[src/rtl/timer_dev.sv]
// timer_dev: bus-programmable 32-bit down-counter with a level interrupt.
// Optional macro TIMER_BE_EN: CTRL/PRESET writes honour the byte enables.
module timer_dev #(
  parameter logic [31:0] PRESET_RST = 32'd0
) (
  input  logic        clk,
  input  logic        rst,
  input  logic [1:0]  addr,
  input  logic        we,
  input  logic [3:0]  be,
  input  logic [31:0] din,
  output logic [31:0] dout,
  output logic        irq
);

  typedef enum logic [1:0] {
    S_IDLE,
    S_LOAD,
    S_CNT,
    S_INT
  } state_t;

  state_t      r_state;
  logic        r_en;
  logic [1:0]  r_mode;
  logic        r_im;
  logic        r_pend;
  logic [31:0] r_preset;
  logic [31:0] r_count;

  logic [31:0] w_mask;
  logic        w_hit;
  logic        w_wr_ctrl;
  logic        w_wr_pre;
  logic        w_clr;
  logic        w_en_wr;
  logic [3:0]  w_ctrl;
  logic [3:0]  w_ctrl_nxt;

`ifdef TIMER_BE_EN
  assign w_mask = {{8{be[3]}}, {8{be[2]}},
                   {8{be[1]}}, {8{be[0]}}};
  assign w_hit  = |be;
`else
  logic w_be_unused;
  assign w_be_unused = ^be;
  assign w_mask = '1;
  assign w_hit  = 1'b1;
`endif

  assign w_wr_ctrl  = we && (addr == 2'd0);
  assign w_wr_pre   = we && (addr == 2'd1);
  assign w_clr      = (w_wr_ctrl || w_wr_pre) && w_hit;
  assign w_ctrl     = {r_im, r_mode, r_en};
  assign w_ctrl_nxt = (w_ctrl & ~w_mask[3:0])
                    | (din[3:0] & w_mask[3:0]);
  // a CTRL write that touches EN overrides the one-shot EN clear
  assign w_en_wr    = w_wr_ctrl && w_mask[0];

  assign irq = r_pend & r_im;

  always_comb begin
    dout = '0;
    unique case (addr)
      2'd0:    dout = {28'd0, w_ctrl};
      2'd1:    dout = r_preset;
      2'd2:    dout = r_count;
      default: dout = '0;
    endcase
  end

  always_ff @(posedge clk) begin
    if (rst) begin
      r_state  <= S_IDLE;
      r_en     <= 1'b0;
      r_mode   <= 2'b00;
      r_im     <= 1'b0;
      r_pend   <= 1'b0;
      r_preset <= PRESET_RST;
      r_count  <= '0;
    end else begin
      if (w_wr_pre)
        r_preset <= (r_preset & ~w_mask)
                  | (din & w_mask);
      if (w_wr_ctrl)
        {r_im, r_mode, r_en} <= w_ctrl_nxt;
      if (w_clr)
        r_pend <= 1'b0;

      // later assignments below win, so a pend set beats a write clear
      unique case (r_state)
        S_IDLE: begin
          if (r_en)
            r_state <= S_LOAD;
        end
        S_LOAD: begin
          if (r_en) begin
            r_count <= r_preset;
            r_state <= S_CNT;
          end else begin
            r_state <= S_IDLE;
          end
        end
        S_CNT: begin
          if (!r_en) begin
            r_state <= S_IDLE;
          end else if (r_count == 32'd0) begin
            r_state <= S_INT;
            r_pend  <= 1'b1;
          end else begin
            r_count <= r_count - 32'd1;
          end
        end
        S_INT: begin
          if (r_mode == 2'b01) begin
            r_pend  <= 1'b0;
            r_state <= S_LOAD;
          end else begin
            if (!w_en_wr)
              r_en <= 1'b0;
            r_state <= S_IDLE;
          end
        end
        default: r_state <= S_IDLE;
      endcase
    end
  end

endmodule

[config.mk]
export PLATFORM = sky130hd
export DESIGN_NAME = timer_dev
export DESIGN_NICKNAME = d
export VERILOG_FILES = /design/src/rtl/timer_dev.sv
export SDC_FILE = /design/constraint.sdc
export NUM_CORES = 1
export LEC_CHECK = 0
export CORE_UTILIZATION = 53
export CTS_CLUSTER_DIAMETER = 80
export DETAILED_ROUTE_END_ITERATION = 10
export HOLD_SLACK_MARGIN = 0.02
export PLACE_DENSITY_LB_ADDON = 0.1
export SLEW_MARGIN = 0
export SYNTH_ARGS = -nofsm -noshare
export SYNTH_HDL_FRONTEND = slang
export SYNTH_SLANG_ARGS = --single-unit
[constraint.sdc]
create_clock -name clk -period 3.7 [get_ports clk]
set_input_delay 1.11 -clock clk [delete_from_list [all_inputs] [get_ports clk]]
set_output_delay 1.11 -clock clk [all_outputs]
set_load 0.02 [all_outputs]
# Yosys cells after proc, flatten, opt, wreduce, memory -nomap -nowiden
# Index checks and enable logic that the tools add are counted.
# op_classes
n_bitwise	1
muxes	20
n_addsub	1
n_eq_ne	11
n_reduce_logical	9
# op_table
cell	count
$mux W32	3
$pmux W32 S3	1
$pmux W32 S2	1
$logic_not A32 Y1	1
$sub A32 B1 Y32 const B	1
$mux W1	9
$mux W2	4
$ne A2 B2 Y1 const B	4
$pmux W2 S4	1
$eq A2 B1 Y1 const B	3
$eq A2 B2 Y1 const B	3
$logic_not A2 Y1	2
$reduce_and A4 Y1	1
$ne A3 B3 Y1 const B	1
$logic_and A1 B1 Y1	2
$pmux W1 S2	1
$reduce_and A2 Y1	1
$reduce_bool A2 Y1	1
$and A1 B1 Y1	1
$logic_or A1 B1 Y1	1
# word_totals
word_cells	49
in_bits	41
output_inout_bits	33
regBits	71

# Longest topological paths before layout
# logic_depth
ltp_word	7
mapped_depth	10
ltp_nobuf	8

# Least setup slack after synthesis
# OpenSTA, ideal clock, no wires.
# synth_timing
path_kind	input to output
start	input port addr[0]
end	output port dout[10]
t_required_ps	2590
n_path_buf	3
path_slack_ps	142
arrival_time_ps	2448
path_stages	5
cell_sequence	clkbuf_1 > nor2b_1 > clkbuf_1 > buf_1 > a22o_1
# synth_between
elab_chain_len	2
word_cells_on_any_way	4
cone_classes	eq/ne: 2; mux: 1; reduce/logical: 1
# synth_rtl
element	line_no	source
start: declaration	8	input logic [1:0] addr,
$eq A2 B2 Y1 (tied with other cells)	64	unique case (addr)
$pmux W32 S3 (*)	64	
end: declaration	12	output logic [31:0] dout,
# Mark *: on every way between the ends. The rest lies on a longest branch, timed or not.

# Worst setup path after layout
# layout_timing
start	input port addr[0]
end	output port dout[11]
# Same word-level chain as after synthesis.

==> results.py <==
metrics = {
    "clock_tree": {
        "cts.sinks": 71,
        "root_buffer": "clkbuf_8",
        "cts_buffer_depth": 2,
        "numCtsBuffers": 9,
        "insertion_delay_ns": 0.36,
        "cts_tree": "built",
        "path_clk_slew_ns": 0.09,
        "cts-htree-levels": 3,
    },
    "route": {
        "drc": 0,
        "vias": 4129,
        "first_iter_violations": 241,
        "firstDrtPassIters": 4,
        "routed_via_density": 5.95,
        "routedWlPerCell_um": 15.7,
        "drtAntennaViolNets": 0,
        "wl_mm": 10.9,
    },
    "yosys": {
        "postSynthAreaPerCell_um2": 7.33,
        "ys_warn_count": 0,
        "yosys.area_share.simple_pct": 25.0,
        "synth_area_um2": 3950,
        "async_reset_ff_share_pct": 0,
        "synth.distinct_cells": 48,
        "synth_compound_area_share_pct": 30.6,
        "synth_top_family_by_area": "compound AO/OA/AOI/OAI gates",
        "synth.area.mux_share_pct": 2.31,
        "syn_inst": 539,
        "ys_ff_latch": 71,
        "synth-main-ff-cell": "dfxtp_1",
        "synth-xor-area-share_pct": 0,
        "synthAdderAreaFrac_pct": 0.633,
        "synth_fp_nets": 582,
        "synth_edf_count": 0,
        "ys_seq_area_share_pct": 36.0,
    },
    "pwr": {
        "switchingPower_w": 0.000388,
        "p_seq_share_pct": 51.0,
        "combPwrFrac_pct": 9.2,
        "pwr_density_cell_nw_per_um2": 322,
        "p_total_w": 0.00154,
        "leakage_nw": 1.75,
        "pwr-share-clk_pct": 39.8,
        "p_int_w": 0.00116,
        "switching_share_pct": 25.1,
        "vdd_drop_max_mv": 0.196,
    },
    "placed_design": {
        "portBuffers": 69,
        "place_ws_ns": -0.287,
        "dpl.hpwl_mm": 7.08,
        "place_inst": 676,
        "gp_congestion": 0.841,
    },
    "worst_setup_path": {
        "reg2reg_depth": 7,
        "critPathMaxFanout": 30,
        "cp-end-kind": "output port",
        "worstPathRequired_ns": 2.59,
        "reg2reg_setup_slack_ns": 0.96,
        "cp-start-kind": "primary input",
        "critical_path_class": "in2out",
        "crit_arrival_ns": 2.53,
        "r2r-end": "r_count[1]$_SDFFE_PP0P_",
        "r2r-start": "r_count[24]$_SDFFE_PP0P_",
    },
    "worst_hold_path": {
        "holdCritPathClass": "reg2reg",
        "holdPathEnd": "r_preset[16]$_SDFFE_PP0P_",
        "hold_start": "r_preset[16]$_SDFFE_PP0P_",
        "min_path_cells": 2,
    },
    "floorplanning": {
        "fp.dieH_um": 88.3,
        "core_um2": 7210,
        "rows": 31,
        "initial_core_util_pct": 54.8,
        "die_x_um": 88.3,
        "dieArea_um2": 7800,
        "boundaryPins": 74,
    },
    "grt": {
        "use_met3_pct": 4.38,
        "grt_pass1_wl_mm": 17.5,
        "grt_max_degree": 48,
        "grt_overflow": 0,
        "grt_pass1_vias": 3796,
        "antenna_found_initial": 0,
        "grt.total_usage_pct": 28.5,
        "grt_use_met2_pct": 49.2,
        "met1_usage_pct": 36.0,
        "top_usage_layer": "met2",
    },
    "sta": {
        "fin_skew_ns": 0.0193,
        "setup_viol": 0,
        "fin_crit_sh_pct": 98.3,
        "hold_viol_final": 0,
        "slew-limit-headroom_pct": 39.1,
        "fin_ws_ns": 0.0625,
        "worst_pin_slew_ns": 0.914,
        "report.final.slew_viol_count": 0,
        "period_needed_ns": 3.64,
        "rsz0062_at_grt": "no",
        "fmax_mhz": 275,
    },
    "finish": {
        "drive_gt1_share_pct": 12.9,
        "final_cells": 694,
        "layout.nets": 633,
        "n_antenna_cell": 0,
        "final_util_pct": 66.5,
        "syn2layout_area_growth_pct": 21.4,
    },
    "status": {
        "status": "finished clean",
    },
    "flow_run": {
        "drv_cap": 0,
    },
}
power groups by stage:
stage	Clock, W	Combinational [W]	Sequential (W)
finish	0.000615	0.000141	0.000788
global route	0.000654	0.000153	0.000790
CTS	0.000619	0.000137	0.000788
detailed placement	0	0.000139	0.000806
global placement	0	0.000137	0.000806
floorplan	0	0.0000682	0.000802
synthesized netlist by cell type, drive strengths merged, types with 2 or more instances:
library cell	n	area (um2)
a21o	9	75.1
buf	8	62.6
nor4	6	50.0
o21ai	37	196
nand2	119	447
nand3	12	60.1
o32ai	3	26.3
clkbuf	37	139
nor2	35	131
mux2i	8	80.1
o41ai	5	62.6
nor3	19	100
a31oi	5	31.3
nand2b	10	62.6
a21oi	82	422
nor2b	4	25.0
nand3b	2	15.0
dfxtp	71	1420
inv	5	18.8
o31a	2	17.5
or4	3	30.0
ha	2	25.0
o31ai	5	37.5
and2	3	18.8
a22o	31	272
or3	4	25.0
cell families (layout without fill, tap and decap cells):
group	count (synthesis)	in the layout
adders and majority gates	2	2
AOI/OAI and AO/OA	187	187
and+or+nand+nor	220	220
buffers and inverters	50	106
DFF	71	71
muxes	9	9
per-stage QoR:
stage / area (um2) / hold slack [ns] / TNS [ns]
after floorplan: 3950 / 0.444 / 0
after detailed placement: 4710 / 0.460 / -7.95
final: 4800 / 0.472 / 0
after global placement: 4710 / 0.457 / -8.02
after global routing: 4800 / 0.490 / 0
after CTS: 4860 / 0.471 / 0
flip-flops by register name, summed over array words and instances, names as in the netlist:
register / count
r_count: 32
r_en: 1
r_im: 1
r_mode: 2
r_pend: 1
r_preset: 32
r_state: 2
layer usage:
metal	share of wire (%)	routed length, um
met5	0	0
met4	1.5	164
met3	5.2	570
met2	49	5300
met1	45	4860
layout make-up:
cell class / instances / area (um2)
Clock inverter: 6 / 61.3
Inverter: 5 / 18.8
Clock buffer: 10 / 128
Fill cell: 672 / 2420
Sequential cell: 71 / 1420
Multi-Input combinational cell: 418 / 2320
Timing Repair Buffer: 85 / 721
Tap cell: 99 / 124
critical path: stages:
cell and delay (ns):
clkdlybuf4s50_1 0.54, nor2b_2 0.21, buf_12 0.20, a22o_1 0.15
clkdlybuf4s15_1 0.29
layout by cell type (no fill, tap or decap), drive strengths merged, types with 2 or more instances in the layout:
cell type	instances
a21o	9
o31a	2
a31oi	5
a22o	31
a21oi	82
clkinv	4
or4	3
nor2b	4
buf	16
clkdlybuf4s15	4
or3	4
clkdlybuf4s50	36
dfxtp	71
nand2	119
o32ai	3
nand2b	10
nor2	35
inv	5
nor3	19
ha	2
nor4	6
mux2i	8
nand3	12
nand3b	2
o31ai	5
o21ai	37
and2	3
o41ai	5
clkbuf	39
timing repair:
| item | 4_1_cts | 5_1_grt |
|---|---|---|
| setup buffers | 0 | 1 |
| gates cloned | 0 | 1 |
| hold buffers | 0 | 0 |
| endpoints found under the setup margin | 32 | 32 |
| resized for setup | 35 | 61 |
worst max path at each step:
stage | from | slack [ns] | cells past startpoint | end
global placement | addr[1] | -0.27 | 5 | dout[6]
finish | addr[0] | 0.06 | 5 | dout[11]
floorplan | addr[0] | 0.14 | 5 | dout[10]
global route | addr[0] | 0.01 | 5 | dout[11]
CTS | addr[1] | 0.001 | 5 | dout[15]
detailed placement | addr[1] | -0.29 | 6 | dout[2]
(Power assumes the default switching activity.)
